**config.mk**
```make
export PLATFORM = sky130hd
export DESIGN_NAME = mux_7seg_scan
export DESIGN_NICKNAME = d
export VERILOG_FILES = /design/src/rtl/mux7seg_pkg.sv /design/src/rtl/seg7_encode.sv /design/src/rtl/mux_7seg_scan.sv
export SDC_FILE = /design/constraint.sdc
export NUM_CORES = 1
export LEC_CHECK = 0
export ABC_AREA = 1
export CORE_AREA = 3 3 79 81
export CTS_BUF_LIST = sky130_fd_sc_hd__clkbuf_2 sky130_fd_sc_hd__clkbuf_4 sky130_fd_sc_hd__clkbuf_8
export DETAILED_ROUTE_END_ITERATION = 6
export DIE_AREA = 0 0 82 84
export HOLD_SLACK_MARGIN = 0.03
export PLACE_DENSITY = 0.69
export SYNTH_ARGS = -nofsm -noshare
export SYNTH_HDL_FRONTEND = slang
export SYNTH_SLANG_ARGS = --single-unit
```
**constraint.sdc**
```tcl
create_clock -name clk -period 1.8 [get_ports clk]
set_clock_uncertainty 0.05 [all_clocks]
set_input_delay 0.18 -clock clk [delete_from_list [all_inputs] [get_ports clk]]
set_output_delay 0.18 -clock clk [all_outputs]
set_load 0.01 [all_outputs]
```
**src/rtl/mux7seg_pkg.sv**
```systemverilog
// Shared constants for the multiplexed 7-segment scanner: segment table,
// blank code and BCD digit width.
package mux7seg_pkg;

  localparam int unsigned BCD_W = 4;
  localparam int unsigned SEG_W = 7;

  localparam logic [SEG_W-1:0] SEG_BLANK = 7'h00;

  // Entry k occupies bits [7k+6:7k]; segments {g,f,e,d,c,b,a}, 1 = lit.
  localparam logic [16*SEG_W-1:0] SEG_TABLE = {
    7'h71, 7'h79, 7'h5E, 7'h39, 7'h7C, 7'h77, 7'h6F, 7'h7F,
    7'h07, 7'h7D, 7'h6D, 7'h66, 7'h4F, 7'h5B, 7'h06, 7'h3F
  };

endpackage

```
**src/rtl/seg7_encode.sv**
```systemverilog
// Combinational hex nibble to 7-segment pattern encoder.
module seg7_encode
  import mux7seg_pkg::*;
(
  input  logic [BCD_W-1:0] nib_i,
  output logic [SEG_W-1:0] seg_c_o
);

  always_comb begin
    seg_c_o = SEG_BLANK;
    for (int k = 0; k < 16; k++) begin
      if (nib_i == BCD_W'(k)) seg_c_o = SEG_TABLE[SEG_W*k +: SEG_W];
    end
  end

endmodule

```
**src/rtl/mux_7seg_scan.sv**
```systemverilog
// Multi-digit BCD up/down counter with a time-multiplexed 7-segment scanner.
// Define MUX7SEG_LZB_EN to enable leading-zero blanking.
module mux_7seg_scan
  import mux7seg_pkg::*;
#(
  parameter int unsigned NUM_DIGITS = 4,
  parameter int unsigned SCAN_DIV   = 4
) (
  input  logic                        clk,
  input  logic                        clr,
  input  logic                        tick,
  input  logic                        up_dn,
  input  logic                        select,
  input  logic [BCD_W*NUM_DIGITS-1:0] data_in,
  output logic [SEG_W-1:0]            seg_out,
  output logic [NUM_DIGITS-1:0]       dig_en,
  output logic                        carry
);

  localparam int unsigned WORD_W = BCD_W * NUM_DIGITS;
  localparam int unsigned IDX_W  = (NUM_DIGITS > 1) ? $clog2(NUM_DIGITS) : 1;
  localparam int unsigned PRE_W  = (SCAN_DIV > 1) ? $clog2(SCAN_DIV) : 1;

  logic [WORD_W-1:0]     cnt_q, cnt_d;
  logic [PRE_W-1:0]      pre_q, pre_d;
  logic [IDX_W-1:0]      idx_q, idx_d;
  logic [SEG_W-1:0]      seg_q, seg_d;
  logic [NUM_DIGITS-1:0] dig_q, dig_d;
  logic                  carry_q, carry_d;

  logic                  ripple;
  logic [WORD_W-1:0]     src_word;
  logic [BCD_W-1:0]      src_nib;
  logic [SEG_W-1:0]      seg_enc;
  logic                  blank_c;

  // BCD counter: ripple stays high while every lower digit has rolled over.
  always_comb begin
    cnt_d  = cnt_q;
    ripple = tick;
    for (int k = 0; k < NUM_DIGITS; k++) begin
      if (ripple) begin
        if (up_dn) begin
          if (cnt_q[BCD_W*k +: BCD_W] == BCD_W'(9)) begin
            cnt_d[BCD_W*k +: BCD_W] = '0;
          end else begin
            cnt_d[BCD_W*k +: BCD_W] = cnt_q[BCD_W*k +: BCD_W] + BCD_W'(1);
            ripple = 1'b0;
          end
        end else begin
          if (cnt_q[BCD_W*k +: BCD_W] == '0) begin
            cnt_d[BCD_W*k +: BCD_W] = BCD_W'(9);
          end else begin
            cnt_d[BCD_W*k +: BCD_W] = cnt_q[BCD_W*k +: BCD_W] - BCD_W'(1);
            ripple = 1'b0;
          end
        end
      end
    end
    carry_d = ripple;
  end

  // Scan prescaler and digit index.
  always_comb begin
    pre_d = pre_q + PRE_W'(1);
    idx_d = idx_q;
    if (pre_q == PRE_W'(SCAN_DIV - 1)) begin
      pre_d = '0;
      idx_d = (idx_q == IDX_W'(NUM_DIGITS - 1)) ? '0 : idx_q + IDX_W'(1);
    end
  end

  // Source selection for the currently indexed digit.
  always_comb begin
    src_word = select ? data_in : cnt_q;
    src_nib  = '0;
    for (int k = 0; k < NUM_DIGITS; k++) begin
      if (idx_q == IDX_W'(k)) src_nib = src_word[BCD_W*k +: BCD_W];
    end
  end

`ifdef MUX7SEG_LZB_EN
  logic zero_run;

  // A digit above 0 is blank when it and every higher shown nibble is zero.
  always_comb begin
    zero_run = 1'b1;
    blank_c  = 1'b0;
    for (int k = NUM_DIGITS - 1; k >= 0; k--) begin
      zero_run = zero_run & (src_word[BCD_W*k +: BCD_W] == '0);
      if ((k > 0) && (idx_q == IDX_W'(k)) && zero_run) blank_c = 1'b1;
    end
  end
`else
  always_comb begin
    blank_c = 1'b0;
  end
`endif

  seg7_encode u_enc (
    .nib_i   (src_nib),
    .seg_c_o (seg_enc)
  );

  always_comb begin
    seg_d = blank_c ? SEG_BLANK : seg_enc;
    dig_d = NUM_DIGITS'(1) << idx_q;
  end

  always_ff @(posedge clk or posedge clr) begin
    if (clr) begin
      cnt_q   <= '0;
      pre_q   <= '0;
      idx_q   <= '0;
      seg_q   <= SEG_BLANK;
      dig_q   <= '0;
      carry_q <= 1'b0;
    end else begin
      cnt_q   <= cnt_d;
      pre_q   <= pre_d;
      idx_q   <= idx_d;
      seg_q   <= seg_d;
      dig_q   <= dig_d;
      carry_q <= carry_d;
    end
  end

  assign seg_out = seg_q;
  assign dig_en  = dig_q;
  assign carry   = carry_q;

endmodule

```
Word-level counts from Yosys, hierarchy flattened
Index checks and enable logic that the tools add are counted.

Output and inout bits: 12. Flip-flop bits (word level): 32.

Shift operators: 1. Equality and inequality tests: 23. Add/sub/neg operators: 10. Mux-type cells: 51. Reductions and logical operators: 6.

Operators by type and width (number): 7-bit 2-to-1 mux (14); 4-bit 2-to-1 mux (16); 4-bit equality test, second input constant (12); 4-bit logical NOT (5); 4-bit by 1-bit adder with 4-bit output, second input constant (4); 4-bit by 3-bit equality test with 1-bit output, second input constant (4); 1-bit 2-to-1 mux (16); 16-bit 2-to-1 mux (1); 4-bit by 1-bit subtractor with 4-bit output, second input constant (4); 6-bit 2-to-1 mux (2); 4-bit by 2-bit equality test with 1-bit output, second input constant (2); 2-bit equality test, second input constant (3); 2-bit by 1-bit adder with 2-bit output, second input constant (2); 4-bit by 1-bit equality test with 1-bit output, second input constant (1); 2-bit 2-to-1 mux (2); 1-bit by 2-bit left shift with 4-bit output, first input constant (1); 2-bit by 1-bit equality test with 1-bit output, second input constant (1); 2-bit logical NOT (1).

Depth between registers and ports, before layout
Depth in word-level cells: 22. Gate-level depth with buffers: 15. Mapped depth without buffers: 15.

By module
A second synthesis with hierarchy kept.

Cells, all modules: 339. Area total of the unflattened synthesis: 2259.7 µm².

Modules (own cells, without submodules): mux_7seg_scan (area an instance 2021.9 µm², sequential area each 800.8 µm², times used 1, cells each 288); seg7_encode (area an instance 237.7 µm², sequential area each 0.0 µm², times used 1, cells each 51).

Least setup slack after synthesis
OpenSTA, ideal clock, no wires.

Kind: reg2reg. Start: register idx_q[1]. End: register seg_q[1] (netlist: seg_out[1]). Library setup time: 0.113 ns. Clock period less this slack: 1.703 ns. Data arrival time: 1.540 ns. Buffers on the path: 0. Required time: 1.637 ns. Slack: 0.097 ns. Stages on the path, launching flop included: 15. Cells stage by stage: dfrtp_1 inv_1 ha_1 nor2_1 nand3_1 nand2_1 nand2_1 nand2_1 a21oi_4 inv_2 nand2_2 nand2_1 nand2_1 nand2_1 inv_1.

Word-level cells in the longest chain between the ends: 22. Elaborated cells between the ends (all ways): 40.

RTL lines: from (decl) (RTL line mux_7seg_scan.sv:26) `logic [IDX_W-1:0] idx_q, idx_d;`; from (signal assigned) (RTL line mux_7seg_scan.sv:121) `idx_q <= idx_d;`; 2-bit logical NOT (RTL line mux_7seg_scan.sv:78) `if (idx_q == IDX_W'(k)) src_nib = src_word[BCD_W*k +: BCD_W];`; 4-bit 2-to-1 mux (3 in a row) (RTL line mux_7seg_scan.sv:78); 4-bit 2-to-1 mux (*) (RTL line mux_7seg_scan.sv:78); 4-bit logical NOT (RTL line seg7_encode.sv:12) `if (nib_i == BCD_W'(k)) seg_c_o = SEG_TABLE[SEG_W*k +: SEG_W];`; 6-bit 2-to-1 mux (2 in a row) (RTL line seg7_encode.sv:12); 7-bit 2-to-1 mux (13 in a row) (RTL line seg7_encode.sv:12); 7-bit 2-to-1 mux (*) (RTL line seg7_encode.sv:12); named net seg_d[1] (RTL line mux_7seg_scan.sv:27) `logic [SEG_W-1:0] seg_q, seg_d;`; to (signal assigned) (RTL line mux_7seg_scan.sv:122) `seg_q <= seg_d;`; to (decl) (RTL line mux_7seg_scan.sv:27).

Mark *: on every way through the listed nets, which the timed path passes. The rest lies on a longest branch. A chain may end at the register's enable or synchronous reset.

Final worst setup path
Start: register idx_q[0]. End: register seg_q[3] (netlist: seg_out[3]).

The elaborated chain is that of the path after synthesis.

==> impl_metrics.py <==
metrics = {
    "global_route": {
        "overflow": 0,
        "grt_pass1_wl_mm": 8.85,
        "antenna_found_initial": 0,
        "first_global_vias": 1939,
        "grt_max_degree": 33,
        "grt_usage_pct": 16.3,
    },
    "power": {
        "p_sw_mw": 1.36,
        "pwr-share-clk_pct": 18.1,
        "switching_share_pct": 40.8,
        "p_leak_nw": 1.51,
        "ir_worst_vdd_mv": 0.398,
        "pwr-share-seq_pct": 33.1,
        "p_int_mw": 1.96,
        "combPwrFrac_pct": 48.8,
        "powerDensity_nw_per_um2": 1080,
    },
    "timing": {
        "maxSlewHeadroom_pct": 72.0,
        "fin_crit_sh_pct": 99.8,
        "rsz0062_at_grt": "yes",
        "drv_slew": 0,
        "fmax_mhz": 557,
        "tightest_slew_ns": 0.421,
        "period_needed_ns": 1.80,
        "setup_viol": 0,
        "fin_tns_setup_ns": 0,
        "hold_viol_final": 0,
        "setup_ws_ns": 0.00348,
    },
    "setup_path": {
        "path_max_fanout": 6,
        "cp-start-kind": "flip-flop",
        "critical_path_required_ns": 1.92,
        "rr_worst_depth": 15,
        "crit_type": "flip-flop to flip-flop",
        "cp-end-kind": "flip-flop",
        "arrival_ns": 1.92,
    },
    "routing": {
        "postRouteAntennaNets": 0,
        "vias_per_cell": 4.88,
        "dr.pass1.iters": 4,
        "drc": 0,
        "post_drt_wl_per_cell_um": 12.3,
        "vias": 2197,
        "wirelength_mm": 5.51,
        "first_iter_violations": 107,
    },
    "layout": {
        "final_cell_area_um2": 3060,
        "final_nets": 403,
        "drive_above_1_share_pct": 25.9,
        "syn_to_final_growth_pct": 39.3,
        "antennaDiodeCount": 0,
    },
    "placed_design": {
        "place_ws_ns": -0.121,
        "dpl_cell_area_um2": 2770,
        "port_buffers": 32,
        "place.gp.congestion": 0.822,
        "dp_hpwl_mm": 3.99,
    },
    "floorplan": {
        "io_pins": 33,
        "die_h_um": 84,
        "die_width_um": 82,
        "die-area_um2": 6890,
        "core_um2": 5540,
        "placementRows": 27,
        "start_util_pct": 39.7,
    },
    "run": {
        "drv_cap": 0,
    },
    "synthesis": {
        "synth-seq-area-share_pct": 36.4,
        "ys_ff_latch": 32,
        "yosys.cell_types.count": 36,
        "syn-cell-area_um2": 2200,
        "async_flop_share_pct": 100,
        "syn_inst": 307,
        "synth_edf_count": 0,
        "yosys_warnings": 0,
        "synthFlopType": "dfrtp_1",
        "synth_nets": 333,
        "syn_area_per_cell_um2": 7.16,
    },
    "clock_network": {
        "cts_tree": "built",
        "cts_sinks": 32,
        "holdBufCountCts": 0,
        "cts_made_buffers": 5,
        "cts_max_level": 2,
        "path_clk_slew_ns": 0.08,
        "cts_root_buffer": "clkbuf_8",
        "clk_latency_ns": 0.29,
        "ctsLongestPathBuffers": 2,
    },
    "run_status": {
        "status": "finished clean",
    },
    "hold_path": {
        "hold_path.class": "input port to async pin",
    },
}
## flip-flops by register name (all words and copies together), names as in the netlist
register	count
carry	1
idx_q	2
seg_out	7
pre_q	2
dig_en	4
cnt_q	16
## worst max-delay path, stage by stage (launching register included)
cell and delay, ns:
dfrtp_2 0.45, inv_4 0.09, ha_4 0.13, inv_2 0.04, nor2_4 0.14, nand3_2 0.08
nand2_1 0.06, nand2_1 0.05, nand2_1 0.07, nand2_2 0.06, nand2_4 0.12, inv_4 0.06
nand2_4 0.07, nand2_2 0.05, o21ai_1 0.07, o21ai_1 0.08
## synth_stat cells (2+ instances only)
master / count / area share, %
nor2_2: 3 / 0.85
a21oi_4: 3 / 2.2
a31oi_1: 7 / 2.0
a22o_1: 2 / 0.80
nand4_1: 2 / 0.57
dfrtp_1: 32 / 36
ha_1: 5 / 2.8
inv_1: 33 / 5.6
nand2_1: 82 / 14
nand2_2: 6 / 1.7
a21oi_1: 9 / 2.0
nor2_1: 27 / 4.6
nand2_4: 3 / 1.5
inv_2: 8 / 1.4
nor3_1: 3 / 0.68
o21ai_0: 22 / 5.0
nand3_1: 21 / 4.8
o21ai_1: 10 / 2.3
o211ai_1: 2 / 0.68
o21ai_2: 2 / 0.80
buf_2: 2 / 0.46
xor2_1: 8 / 3.2
nand3_2: 2 / 0.91
## final cells by class
cell class              count  area (um2)
clock buffers               7        90.1
clock inverters             1        7.51
fillers                   512        2480
inverters                  42         168
multi-input cells         227        1300
flip-flops and latches     32         803
well taps                  72        90.1
repair buffers             69         602
## path summary, 6_finish.rpt
kind,from,endpoint,slack (ns)
min in group clk,pre_q[0],pre_q[0],0.38
worst max-delay path,idx_q[0],seg_out[3],0.003
worst min register to register,pre_q[0],pre_q[0],0.38
max in group asynchronous,clr,idx_q[0],1.14
worst max register to register,idx_q[0],seg_out[3],0.003
worst min-delay path,clr,cnt_q[3],0.22
## placed cells by master, fill, tap and decap left out, types with 2 or more instances in the layout
cell             Yosys  routed
o21ai_0             22      22
inv_4                0       4
nand2_1             82      73
clkbuf_8             0       6
o21ai_1             10       9
a21oi_4              3       3
ha_1                 5       2
nand3_2              2       3
ha_4                 0       3
dfrtp_1             32      30
nand2_4              3       5
a21oi_1              9       9
inv_2                8      10
nor2_4               0       2
nor2_1              27      26
o21ai_2              2       2
nand4_1              2       2
a31oi_1              7       7
clkdlybuf4s50_1      0      32
nor2_2               3       2
a22o_1               2       2
nor3_1               3       3
inv_1               33      28
buf_4                1      36
nand3_1             21      20
nand2_2              6      13
xor2_1               8       8
o211ai_1             2       2
dfrtp_2              0       2
## per-stage QoR
stage / util, % / hold WS (ns) / power [mW] / std cells
global route: 55.3 / 0.273 / 3.60 / 450
finish: 55.3 / 0.222 / 3.32 / 450
detailed placement: 50.0 / 0.370 / 2.51 / 431
global placement: 50.0 / 0.363 / 2.49 / 431
CTS: 51.9 / 0.248 / 3.14 / 439
floorplan: - / 0.246 / 2.02 / 307
## power by group through the flow
| stage | combinational (mW) | clock (mW) | sequential [mW] |
|---|---|---|---|
| 4_1_cts | 1.42 | 0.627 | 1.09 |
| 3_5_place_dp | 1.41 | 0 | 1.10 |
| 6_report | 1.62 | 0.601 | 1.10 |
| 3_3_place_gp | 1.38 | 0 | 1.10 |
| 2_1_floorplan | 0.929 | 0 | 1.09 |
| 5_1_grt | 1.81 | 0.668 | 1.13 |
## layer usage
metal,up-vias,share of wire [%],GRT usage [%]
li1,1132,-,-
met4,0,0.96,4.23
met3,8,6.8,4.54
met2,49,48,24.8
met5,-,0,0
met1,1008,44,22.5
## repair_timing
action                                 4_1_cts  5_1_grt
gates resized for setup                      4       32
buffers inserted                             0       11
pin swaps                                    0       14
setup endpoints to repair                    7        9
endpoints found under the hold margin        0        0
## cell families after synthesis
family | share of synthesized area (%)
adder cells (fa/ha/maj) | 2.84
AND/OR/NAND/NOR | 31.5
flip-flops | 36.4
buffers and inverters | 8.82
AO/OA/AOI/OAI | 16.8
XOR/XNOR | 3.58
Power figures use the tool's default switching activity.
